===== config.mk =====
export PLATFORM = sky130hd
export DESIGN_NAME = phase_sequencer
export DESIGN_NICKNAME = d
export VERILOG_FILES = /design/src/rtl/phase_sequencer.sv
export SDC_FILE = /design/constraint.sdc
export NUM_CORES = 1
export LEC_CHECK = 0
export ABC_CLOCK_PERIOD_IN_PS = 8050
export CAP_MARGIN = 5
export CELL_PAD_IN_SITES_DETAIL_PLACEMENT = 0
export CELL_PAD_IN_SITES_GLOBAL_PLACEMENT = 2
export CORE_MARGIN = 1
export CORE_UTILIZATION = 38
export CTS_BUF_LIST = sky130_fd_sc_hd__clkbuf_16
export DETAILED_ROUTE_END_ITERATION = 10
export GPL_TIMING_DRIVEN = 0
export PLACE_DENSITY_LB_ADDON = 0.1
export SYNTH_ARGS = -nofsm -noshare
export SYNTH_HDL_FRONTEND = slang
export SYNTH_SLANG_ARGS = --single-unit

===== constraint.sdc =====
create_clock -name clk -period 8.05 [get_ports clk]
set_clock_uncertainty 0.1 [all_clocks]
set_input_delay 1.61 -clock clk [delete_from_list [all_inputs] [get_ports clk]]
set_output_delay 1.61 -clock clk [all_outputs]
set_load 0.05 [all_outputs]

===== src/rtl/phase_sequencer.sv =====
// phase_sequencer
//
// Three-phase timing sequencer. An accepted start walks the block through
// P1 -> P2 -> P3, each phase lasting its programmed number of ticks, where a
// tick is TICK_DIV clock cycles. After P3 it either loops back to P1
// (loop_en=1) or returns to IDLE with a one-cycle done pulse. hold freezes
// the phase timing. abort forces an immediate return to IDLE.
//
// Parameters
//   TICK_DIV   clock cycles per duration tick (2..255)
//   DUR_W      width of each phase-duration register
//
// Ports
//   clk        single clock, rising edge
//   reset      asynchronous, active-high reset
//   cfg_we     duration-register write strobe (honoured only in IDLE)
//   cfg_addr   phase select for writes: 1=P1, 2=P2, 3=P3, 0 unmapped
//   cfg_data   duration write data in ticks (0 is stored as 1)
//   start_req  level request to begin a sequence
//   start_ack  one-cycle pulse when a start is accepted
//   abort      force return to IDLE
//   hold       freeze phase timing while high
//   loop_en    continuous loop (1) or single pass (0), sampled at P3 end
//   phase      current state: 0=IDLE, 1=P1, 2=P2, 3=P3
//   busy       high whenever phase != IDLE
//   done       one-cycle pulse on normal completion of a single pass
//   cycle_cnt  completed P3 phases since the last accepted start (saturates)

module phase_sequencer #(
    parameter int TICK_DIV = 4,
    parameter int DUR_W    = 4
) (
    input  logic             clk,
    input  logic             reset,
    input  logic             cfg_we,
    input  logic [1:0]       cfg_addr,
    input  logic [DUR_W-1:0] cfg_data,
    input  logic             start_req,
    output logic             start_ack,
    input  logic             abort,
    input  logic             hold,
    input  logic             loop_en,
    output logic [1:0]       phase,
    output logic             busy,
    output logic             done,
    output logic [7:0]       cycle_cnt
);

    typedef enum logic [1:0] {
        IDLE = 2'd0,
        P1   = 2'd1,
        P2   = 2'd2,
        P3   = 2'd3
    } state_t;

    localparam logic [7:0]       PRESC_LAST = 8'(TICK_DIV - 1);
    localparam logic [DUR_W-1:0] DUR1_RST   = DUR_W'(2);
    localparam logic [DUR_W-1:0] DUR2_RST   = DUR_W'(4);
    localparam logic [DUR_W-1:0] DUR3_RST   = DUR_W'(6);
    localparam logic [DUR_W-1:0] DUR_ONE    = DUR_W'(1);

    state_t           state;
    logic [7:0]       prescaler;
    logic [DUR_W-1:0] tick_cnt;
    logic [DUR_W-1:0] dur1;
    logic [DUR_W-1:0] dur2;
    logic [DUR_W-1:0] dur3;
    logic [DUR_W-1:0] cur_dur;
    logic [DUR_W-1:0] wr_data;
    logic             tick;
    logic             phase_end;

    // phase is the state register itself, so it is registered as-is.
    assign phase = state;

    // Duration of the phase currently running; a zero write is promoted to
    // one tick so that every phase always makes forward progress.
    always_comb begin
        cur_dur = dur3;
        case (state)
            P1:      cur_dur = dur1;
            P2:      cur_dur = dur2;
            default: cur_dur = dur3;
        endcase
        wr_data = (cfg_data == '0) ? DUR_ONE : cfg_data;
    end

    assign tick      = (prescaler == PRESC_LAST);
    assign phase_end = tick && (tick_cnt == cur_dur - DUR_ONE);

    // Sequencer FSM with prescaler, tick counter, duration registers and all
    // outputs. abort is checked before hold and phase completion so it wins
    // every same-cycle conflict.
    always_ff @(posedge clk or posedge reset) begin
        if (reset) begin
            state     <= IDLE;
            busy      <= 1'b0;
            start_ack <= 1'b0;
            done      <= 1'b0;
            cycle_cnt <= 8'd0;
            prescaler <= 8'd0;
            tick_cnt  <= '0;
            dur1      <= DUR1_RST;
            dur2      <= DUR2_RST;
            dur3      <= DUR3_RST;
        end else begin
            start_ack <= 1'b0;
            done      <= 1'b0;
            if (state == IDLE) begin
                if (cfg_we) begin
                    case (cfg_addr)
                        2'd1:    dur1 <= wr_data;
                        2'd2:    dur2 <= wr_data;
                        2'd3:    dur3 <= wr_data;
                        default: ;
                    endcase
                end
                if (start_req && !abort) begin
                    state     <= P1;
                    busy      <= 1'b1;
                    start_ack <= 1'b1;
                    cycle_cnt <= 8'd0;
                    prescaler <= 8'd0;
                    tick_cnt  <= '0;
                end
            end else if (abort) begin
                state     <= IDLE;
                busy      <= 1'b0;
                prescaler <= 8'd0;
                tick_cnt  <= '0;
            end else if (!hold) begin
                if (tick) begin
                    prescaler <= 8'd0;
                    if (phase_end) begin
                        tick_cnt <= '0;
                        case (state)
                            P1: state <= P2;
                            P2: state <= P3;
                            default: begin
                                if (cycle_cnt != 8'hFF) begin
                                    cycle_cnt <= cycle_cnt + 8'd1;
                                end
                                if (loop_en) begin
                                    state <= P1;
                                end else begin
                                    state <= IDLE;
                                    busy  <= 1'b0;
                                    done  <= 1'b1;
                                end
                            end
                        endcase
                    end else begin
                        tick_cnt <= tick_cnt + DUR_ONE;
                    end
                end else begin
                    prescaler <= prescaler + 8'd1;
                end
            end
        end
    end

endmodule


; Word level (Yosys, flattened, before mapping)
; Index checks and enable logic that the tools add are counted.
[word_totals]
word_cells = 93
register_bits = 37
out_inout_bits = 13
input_bits = 13
[classes]
n_reduce_logical = 19
add_sub_neg = 4
muxes = 45
n_eq_ne = 15
[ops]
columns = operator, count
row1 = 8-bit two-way mux, 12
row2 = 4-bit two-way mux, 7
row3 = 1-bit two-way mux, 18
row4 = "8-bit by 1-bit adder with 8-bit output, second input constant", 2
row5 = 2-bit two-way mux, 6
row6 = 3-bit AND reduction, 4
row7 = "8-bit by 2-bit == test with 1-bit output, second input constant", 1
row8 = "2-bit by 1-bit inequality test with 1-bit output, second input constant", 4
row9 = "8-bit inequality test, second input constant", 1
row10 = 4-bit case mux with 2 select lines, 1
row11 = 7-bit AND reduction, 1
row12 = "2-bit == test, second input constant", 3
row13 = "3-bit by 2-bit inequality test with 1-bit output, second input constant", 2
row14 = 6-bit AND reduction, 1
row15 = 2-bit nonzero test, 3
row16 = 3-bit nonzero test, 2
row17 = "4-bit by 1-bit adder with 4-bit output, second input constant", 1
row18 = "2-bit by 1-bit == test with 1-bit output, second input constant", 2
row19 = 4-bit == test, 1
row20 = 4-bit logical NOT, 1
row21 = 2-bit case mux with 2 select lines, 1
row22 = 4-bit AND reduction, 1
row23 = "4-bit by 1-bit subtractor with 4-bit output, second input constant", 1
row24 = "3-bit by 1-bit inequality test with 1-bit output, second input constant", 1
row25 = 5 further kinds, 6

; Longest topological paths before layout
; Gate-level depths: netlist of the first run.
[logic_depth]
word_depth = 10
ltp_mapped = 11
mapped_depth_nobuf = 9

; Least setup slack after synthesis of the first run
; No wires, ideal clock.
[synth_path]
kind = input to register
start = in abort
end = reg cycle_cnt[3]
path_buffers = 1
setup_slack_ns = 4.876
setup_time_ns = 0.134
required_ns = 7.816
cell_stages = 8
arrival_ns = 2.940
cell_sequence = clkbuf_1 > nor2_1 > o21ai_0 > nor2_1 > nand2_1 > a2111oi_2 > xnor2_1 > a31oi_1
[synth_via]
elab_chain_cells = 4
elab_cells_between_ends = 5
classes_between = eq/ne: 2 / reduce/logical: 3
[synth_lines]
columns = item, line
row1 = start: declaration, 40  ; input logic abort,
row2 = 1-bit logical NOT, 118  ; if (start_req && !abort) begin
row3 = 1-bit logical AND, 118
row4 = 2-bit by 1-bit inequality test with 1-bit output (no source line), --
row5 = 7-bit AND reduction (no source line) *, --
row6 = end signal: assignment, 141  ; cycle_cnt <= cycle_cnt + 8'd1;
row7 = end: declaration, 46  ; output logic [7:0] cycle_cnt
; Mark *: on every way between the ends. The rest lies on a longest branch, timed or not.
; A chain may end at the register's enable or synchronous reset.

; Worst setup path in the final report of the first run
; Ends and elaborated chain as after synthesis.

==> summary.md, run 1 <==
| Metric | Value |
|---|---|
| Final Hold Viols | 0 |
| Largest family of logic cells by synthesized area | simple AND/OR/NAND/NOR gates |
| Pin count of the biggest net entering global routing | 38 |
| Register area | 931 µm² |
| Reg2reg start | phase[0] |
| Setup crit end kind | flop |
| Vias in the first global route | 1,699 |
| Synth Instances | 230 |
| I/O Buffers | 24 |
| CP Max Fanout | 7 |
| Worst-Skew Late Latency | 0.28 ns |
| EDFF count, synth | 0 |
| Post-layout util | 48.1% |
| DRC viols | 0 |
| TritonCTS clock tree | yes |
| Share of the synthesized area in the top cell type | 37.6% |
| Post-CTS Setup Repair Bufs | 0 |
| Routed WL per cell | 15.4 µm |
| CP delay by family, top | simple AND/OR/NAND/NOR gates |
| Leakage power | 1.13 nW |
| RSZ-0062 raised after global routing | false |
| Synth Register Bits | 37 |
| Die width | 78.0 µm |
| CTS H-tree depth | 2 |
| FF-to-FF path depth | 10 |
| Area after DPL | 0.00252 mm² |
| Worst-margin pin slew | 0.815 ns |
| CTS root buf | clkbuf_16 |
| GP Congestion | 0.703 |
| Post-synthesis compound-gate area fraction | 18.8% |
| DR vias/cell | 5.34 |
| Slew Viols, Final | 0 |
| Slowest cell on the critical path | nor2_1 |
| Min-delay src | prescaler[7] |
| Fin cells | 334 |
| Netlist cell types | 54 |
| Diode count | 0 |
| Initial antenna violation count | 0 |
| Initial Util | 39.6% |
| Mapped Area | 0.00219 mm² |
| # nets final | 280 |
| Post-CTS Resized | 0 |
| Ys async rst share | 100% |
| WS Path Type | input port to flop |
| Worst vdd ir | 0.000111 V |
| PwrDens | 323 mW/mm² |
| Reg-to-reg slack, setup | 4.89 ns |
| Post-DP HPWL | 3690 µm |
| Final wirelength | 5160 µm |
| Final setup margin | 4.62 ns |
| Multi-input logic area | 0.00117 mm² |
| WP data required | 8.09 ns |
| Relative slew slack | 45.6% |
| Endpoints failing setup | 0 |
| Setup crit start kind | input port |
| Ports | 26 |
| Sink Count | 37 |
| Critical Path, Cell by Cell | clkbuf_1 > nor2_1 > o21ai_0 > nor2_1 > nand2_1 > a2111oi_2 > xnor2_1 > a31oi_1 |
| Hold path endpoint | prescaler[7] |
| Mapped Avg Cell Area | 9.54 µm² |
| Area leader, netlist | dfrtp_1 |
| Die Height | 78.0 µm |
| Max-Cap Viols | 0 |
| Multiplexer area fraction after synthesis | 8.73% |
| Synthesis Warnings | 0 |
| Hold depth | 1 |
| Hold_buf cts | 0 |
| Min Clock Period, post-route | 3.43 ns |
| Sequential share of the synthesized area | 42.4% |
| # fillers | 554 |
| Die area | 0.00608 mm² |
| Syn Nets | 249 |
| Maximum buffer depth of the clock tree | 2 |
| Outcome | complete, no violations |
| Dpl ws | 4.37 ns |
| Commonest non-fill, non-tap cell in the layout | dfrtp_1 |
| Share of synthesized cell area in and, or, nand and nor gates | 21.7% |
| Dpl cells | 326 |
| Post-Synth Adder-Cell Area | 3.42% |
| Synth area leaders | dfrtp_1 (38%), nand2_1 (5.1%), dfstp_2 (4.8%), mux2_2 (4.6%), o21ai_0 (4.6%) |
| R2R Path End | cycle_cnt[4] |
| Total power draw | 860 µW |
| CP Buf/Inv Count | 1 |
| Vias | 1,784 |
| HP Class | flop to flop |
| Final Cycle Share | 42.6% |
| Setup TNS | 0 ns |
| Slowest stage delay, CP | 0.42 ns |
| Core Box Area | 0.00554 mm² |
| Reg clk slew, reported paths | 0.06 ns |
| Antenna-violating nets left | 0 |
| GRT Util Overall | 18.8% |
| P&R area growth vs syn | 21.6% |
| First-pass GRT wire length | 8740 µm |
| Most used cell, CP | nor2_1 |
| Number of buffers created by CTS | 5 |
| Crit path DAT | 3.47 ns |
| Layout cells sized above 1 | 15.6% |
| Fmax | 292 MHz |
| Synth Flop Type | dfrtp_1 |
| Site Rows | 27 |
| Critical path origin | abort |
| Post-route design area | 0.00267 mm² |
| 1st-iter DRT viols | 72 |
| Commonest cells after routing, fill and taps aside | dfrtp_1 (33), nand2_1 (30), clkdlybuf4s50_1 (24) |
| Grt total ovfl | 0 |
| Hold slack | 0.385 ns |
| XOR/XNOR Fraction of Synth Area | 0.799% |
| First drt pass iteration count | 4 |
-- cell families after synthesis --
kind of cell | count (synthesis)
AO/OA/AOI/OAI | 61
flip-flops | 37
multiplexers | 18
adder cells (fa/ha/maj) | 6
AND/OR/NAND/NOR | 92
buffers and inverters | 14
XOR/XNOR | 2
-- synthesized netlist by cell type, types with 4 or more instances --
cell type,n
dfrtp_1,33
nand2b_1,4
o21ai_0,20
a21oi_1,9
dfstp_2,4
nor2_1,15
nor3_1,7
and3_1,4
and2_1,4
inv_1,7
ha_1,6
a31oi_1,4
nand2_1,30
mux2_2,9
mux2i_1,9
nand4_1,4
nand3_1,8
-- flip-flops by register name, summed over array words and instances, names as in the netlist --
register and cells:
dur3 4, dur2 4, phase 2, prescaler 8, done 1, tick_cnt 4, dur1 4, cycle_cnt 8
busy 1, start_ack 1
-- routing by layer --
metal	vias to the layer above	track usage, %	wire (µm)
met3	5	3.76	146
li1	899	-	-
met2	24	31.8	2400
met5	-	0	0
met1	856	24.1	2550
met4	0	5.56	65
-- area by class of cell --
| class | instances | area share, % |
|---|---|---|
| buffer | 7 | 2.35 |
| clock buffer | 5 | 4.69 |
| clock inverter | 3 | 0.657 |
| inverter | 7 | 0.985 |
| multi-input combinational | 179 | 44.0 |
| sequential | 37 | 34.9 |
| tap | 72 | 3.38 |
| timing repair buffer | 24 | 9.01 |
-- where the power goes --
part / internal, mW / switching [mW]
clock: 0.114 / 0.0782
sequential: 0.240 / 0.0387
combinational: 0.159 / 0.230
total: 0.513 / 0.347
-- how the worst max path moves through the flow --
stage,endpoint,cells after the start,slack [ns]
after floorplan,cycle_cnt[3],8,4.88
after global routing,cycle_cnt[3],8,4.46
final,cycle_cnt[3],8,4.62
after detailed placement,cycle_cnt[3],8,4.37
after global placement,prescaler[7],7,4.36
after CTS,cycle_cnt[3],8,4.65
(Power assumes the default switching activity.)
==> run 2, diff against run 1 <==
ABC_CLOCK_PERIOD_IN_PS = 3510   (was 8050)
CORE_UTILIZATION = 35   (was 38)
clock period = 3.51 ns   (was 8.05 ns; I/O delays follow)
==> run 2 against run 1 <==
Compared with the run above: hold slack better by 0.0030 ns; flip-flop and latch count stayed put; combinational power rose by 130%; total power increased by 130%; count of clock-buffer cells in the layout is the same.
==> summary.md, run 2 (synthesized netlist as in run 1, its figures left out) <==
| Metric | Value |
|---|---|
| Outcome | complete, no violations |
| Maximum buffer depth of the clock tree | 2 |
| Antenna-violating nets left | 0 |
| P_sw | 784 µW |
| RSZ-0062 raised after global routing | false |
| Clk pwr share | 22.0% |
| Post-CTS Setup Repair Bufs | 0 |
| Fmax | 321 MHz |
| Final wirelength | 5230 µm |
| Fin cells | 337 |
| WS Path Type | flop to flop |
| Worst-Skew Late Latency | 0.28 ns |
| Met2 usage | 28.9% |
| Combinational Power Share | 45.5% |
| Worst vdd ir | 0.000387 V |
| Vias | 1,774 |
| I/O Buffers | 24 |
| CP Max Fanout | 10 |
| Pin count of the biggest net entering global routing | 38 |
| Post-DP HPWL | 3880 µm |
| PwrDens | 735 mW/mm² |
| # nets final | 280 |
| Setup crit start kind | flop |
| Switching fraction of total power | 40.0% |
| Commonest cells after routing, fill and taps aside | dfrtp_1 (33), nand2_1 (30), clkdlybuf4s50_1 (24) |
| Relative slew slack | 46.8% |
| Diode count | 0 |
| Dpl cells | 329 |
| Max-Cap Viols | 0 |
| GRT busiest layer | met2 |
| First-pass GRT wire length | 8580 µm |
| Commonest non-fill, non-tap cell in the layout | dfrtp_1 |
| GP Congestion | 0.744 |
| Final Hold Viols | 0 |
| M1 GR Usage | 23.4% |
| Vias in the first global route | 1,658 |
| Worst-margin pin slew | 0.797 ns |
| Int Power | 1.18 mW |
| P&R area growth vs syn | 21.6% |
| CTS H-tree depth | 2 |
| # fillers | 614 |
| Site Rows | 28 |
| Sequential Power Share | 32.5% |
| DRC viols | 0 |
| CTS root buf | clkbuf_16 |
| GRT Util Overall | 17.5% |
| Setup TNS | 0 ns |
| Min Clock Period, post-route | 3.12 ns |
| Initial Util | 36.6% |
| Number of buffers created by CTS | 5 |
| Endpoints failing setup | 0 |
| WP data required | 3.56 ns |
| Biggest regs | cycle_cnt x8, prescaler x8 |
| TritonCTS clock tree | yes |
| Ports | 26 |
| Global Route met3 Usage | 3.60% |
| Crit path DAT | 3.17 ns |
| HP Class | flop to flop |
| Die width | 81.2 µm |
| First drt pass iteration count | 4 |
| Die area | 0.00659 mm² |
| DR vias/cell | 5.26 |
| Grt total ovfl | 0 |
| Slew Viols, Final | 0 |
| Leakage power | 1.14 nW |
| 1st-iter DRT viols | 60 |
| Die Height | 81.2 µm |
| Initial antenna violation count | 0 |
| Final Cycle Share | 88.8% |
| Reg clk slew, reported paths | 0.06 ns |
| Setup crit end kind | flop |
| Routed WL per cell | 15.5 µm |
| Core Box Area | 0.00599 mm² |
| Sink Count | 37 |
| Layout cells sized above 1 | 15.3% |
| Hold_buf cts | 0 |
| Post-CTS Resized | 0 |
-- run 2: worst max-delay path, cell delays in order (launching register included) --
cell and delay [ns]:
dfrtp_1 0.44, inv_1 0.09, ha_1 0.31, buf_6 0.14
buf_6 0.14, a21oi_1 0.27, nor3_1 0.11, or4b_4 0.57
a211oi_4 0.47, o2111ai_1 0.19, mux2i_1 0.15
-- run 2: area by class of cell --
type	instances	area [µm²]	area share, %
Tap cell	75	93.8	3.52
Clock inverter	3	13.8	0.516
Buffer	7	62.6	2.35
Clock buffer	5	125	4.69
Sequential cell	37	931	34.9
Multi-Input combinational cell	179	1170	44.0
Inverter	7	26.3	0.985
Timing Repair Buffer	24	240	9.01
-- run 2: power by group through the flow --
stage	registers (mW)	logic [mW]	clock network, mW
floorplan	0.712	0.599	0
global route	0.657	0.993	0.460
finish	0.637	0.892	0.431
detailed placement	0.645	0.899	0
global placement	0.643	0.900	0
CTS	0.638	0.903	0.441
-- run 2: per-layer routing --
metal	wire length, µm	part of all wire [%]
met1	2560	49
met2	2450	47
met3	174	3.3
met4	51	0.98
met5	0	0
-- run 2: through the flow --
step                cell area, µm²  power [mW]  utilization (%)  hold WS, ns  setup WS (ns)
finish                        2670        1.96             44.5        0.388          0.393
global route                  2670        2.11             44.5        0.407          0.148
CTS                           2670        1.98             44.5        0.390          0.378
detailed placement            2530        1.54             42.2        0.374          0.397
global placement              2530        1.54             42.2        0.363          0.367
floorplan                     2190        1.31                -        0.339          0.381
-- run 2: final timing paths --
check,startpoint,endpoint,slack (ns),depth (start not counted)
min in group asynchronous,reset,dur1[3],0.80,2
setup reg to reg,phase[0],cycle_cnt[4],0.39,10
hold reg to reg,dur1[0],dur1[0],0.39,2
setup / recovery,phase[0],cycle_cnt[4],0.39,10
max in group asynchronous,reset,prescaler[4],2.01,2
hold / removal,dur1[0],dur1[0],0.39,2
==> run 3, diff against run 2 <==
--- a/config.mk
+++ b/config.mk
@@ -10,10 +10,10 @@
 export CELL_PAD_IN_SITES_DETAIL_PLACEMENT = 0
 export CELL_PAD_IN_SITES_GLOBAL_PLACEMENT = 2
-export CORE_MARGIN = 1
+export CORE_MARGIN = 4
 export CORE_UTILIZATION = 35
 export CTS_BUF_LIST = sky130_fd_sc_hd__clkbuf_16
 export DETAILED_ROUTE_END_ITERATION = 10
 export GPL_TIMING_DRIVEN = 0
-export PLACE_DENSITY_LB_ADDON = 0.1
+export PLACE_DENSITY_LB_ADDON = 0.25
 export SYNTH_ARGS = -nofsm -noshare
 export SYNTH_HDL_FRONTEND = slang
--- a/constraint.sdc
+++ b/constraint.sdc
@@ -3,3 +3,3 @@
 set_input_delay 0.702 -clock clk [delete_from_list [all_inputs] [get_ports clk]]
 set_output_delay 0.702 -clock clk [all_outputs]
-set_load 0.05 [all_outputs]
+set_load 0.02 [all_outputs]
==> run 3 against run 2 <==
Compared with the run above: worst setup slack got worse by 0.044 ns; flip-flop and latch count did not move; die area grew 15%; design area about the same; sequential power barely moved; cell count is the same; non-clock buffer count did not move; global-route usage down 2.5 points; first-iteration DRC count shrank 8.3%; sequential share of layout area is essentially flat; critical endpoint unchanged.
==> summary.md, run 3 (synthesized netlist as in run 1, its figures left out) <==
| Metric | Value |
|---|---|
| Outcome | complete, no violations |
| Grt total ovfl | 0 |
| Die width | 87.2 µm |
| DRC viols | 0 |
| Commonest cells after routing, fill and taps aside | dfrtp_1 (33), nand2_1 (30), clkdlybuf4s50_1 (24) |
| Site Rows | 28 |
| Setup TNS | 0 ns |
| Setup crit start kind | flop |
| PwrDens | 707 mW/mm² |
| Relative slew slack | 46.5% |
| Initial antenna violation count | 0 |
| 1st-iter DRT viols | 55 |
| Setup crit end kind | flop |
| Hold depth | 1 |
| Core Box Area | 0.00599 mm² |
| Diode count | 0 |
| Worst-margin pin slew | 0.802 ns |
| Final Hold Viols | 0 |
| WS Path Type | flop to flop |
| First-pass GRT wire length | 9030 µm |
| Clk pwr share | 22.1% |
| Crit path DAT | 3.22 ns |
| Global Route met3 Usage | 3.03% |
| Die area | 0.00760 mm² |
| Maximum buffer depth of the clock tree | 2 |
| GRT Util Overall | 15.0% |
| Worst vdd ir | 0.000298 V |
| I/O Buffers | 24 |
| Max-Cap Viols | 0 |
| CP Max Fanout | 10 |
| Sink Count | 37 |
| Met2 usage | 22.9% |
| Ports | 26 |
| HP Class | flop to flop |
| P_sw | 711 µW |
| Post-CTS Resized | 0 |
| # nets final | 280 |
| Sequential Power Share | 33.9% |
| GRT busiest layer | met2 |
| Combinational Power Share | 44.0% |
| Post-CTS Setup Repair Bufs | 0 |
| M1 GR Usage | 20.7% |
| TritonCTS clock tree | yes |
| Vias | 1,774 |
| Worst-Skew Late Latency | 0.28 ns |
| Int Power | 1.17 mW |
| Commonest non-fill, non-tap cell in the layout | dfrtp_1 |
| Die Height | 87.2 µm |
| Slew Viols, Final | 0 |
| Post-layout util | 44.5% |
| CTS H-tree depth | 2 |
| Pin count of the biggest net entering global routing | 38 |
| CTS root buf | clkbuf_16 |
| GP Congestion | 0.714 |
| Antenna-violating nets left | 0 |
| RSZ-0062 raised after global routing | false |
| Vias in the first global route | 1,835 |
| Initial Util | 36.6% |
| Switching fraction of total power | 37.8% |
| Post-DP HPWL | 3880 µm |
| Biggest regs | cycle_cnt x8, prescaler x8 |
| Dpl ws | 0.335 ns |
| Hold_buf cts | 0 |
| Number of buffers created by CTS | 5 |
| WP data required | 3.56 ns |
| FF-to-FF path depth | 10 |
| Leakage power | 1.14 nW |
| Routed WL per cell | 15.4 µm |
| Final wirelength | 5180 µm |
| Fmax | 316 MHz |
| Layout cells sized above 1 | 14.5% |
| Final Cycle Share | 90.1% |
| DR vias/cell | 5.26 |
| Min Clock Period, post-route | 3.16 ns |
| Reg clk slew, reported paths | 0.05 ns |
| P&R area growth vs syn | 21.4% |
| Endpoints failing setup | 0 |
| First drt pass iteration count | 4 |
| Final setup margin | 0.349 ns |
-- run 3: cell types whose count changed in the layout (fill, tap and decap cells not counted), sizes merged --
cell    previous run  this run
clkinv             2         0
inv                8        10
-- run 3: worst max-delay path, stage by stage (launching register included) --
cell and delay, ns:
dfrtp_1 0.47, inv_1 0.10, ha_1 0.31, buf_6 0.14
buf_6 0.14, a21oi_1 0.27, nor3_1 0.12, or4b_4 0.57
a211oi_4 0.48, o2111ai_1 0.20, mux2i_1 0.15
-- run 3: area by class of cell --
cell class / count / area [µm²]
repair buffers: 24 / 240
clock inverters: 3 / 11.3
inverters: 7 / 26.3
flip-flops and latches: 37 / 931
fillers: 592 / 3330
plain buffers: 7 / 62.6
well taps: 75 / 93.8
clock buffers: 5 / 125
multi-input cells: 179 / 1170
-- run 3: path summary, 6_finish.rpt --
kind	slack [ns]	endpoint	from
min in group asynchronous	0.81	done	reset
worst min register to register	0.39	prescaler[7]	prescaler[7]
worst max-delay path	0.35	cycle_cnt[4]	phase[0]
worst min-delay path	0.39	prescaler[7]	prescaler[7]
max in group asynchronous	1.99	dur1[2]	reset
worst max register to register	0.35	cycle_cnt[4]	phase[0]
-- run 3: stage by stage --
step	cells	hold slack [ns]	instance area (µm²)	power [mW]
floorplan	230	0.339	2190	1.25
detailed placement	329	0.380	2530	1.49
CTS	337	0.388	2660	1.91
finish	337	0.388	2660	1.88
global placement	329	0.368	2530	1.48
global route	337	0.425	2660	2.03
-- run 3: layer usage --
metal | vias up | part of all wire [%]
li1 | 902 | -
met1 | 838 | 50
met2 | 25 | 44
met3 | 9 | 3.3
met4 | 0 | 2.7
met5 | - | 0
-- run 3: power by group through the flow --
stage               Combinational (mW)  Clock [mW]  Sequential, mW
global route                     0.922       0.456           0.657
detailed placement               0.840           0           0.645
floorplan                        0.599           0           0.652
finish                           0.829       0.416           0.638
global placement                 0.831           0           0.644
CTS                              0.841       0.434           0.638
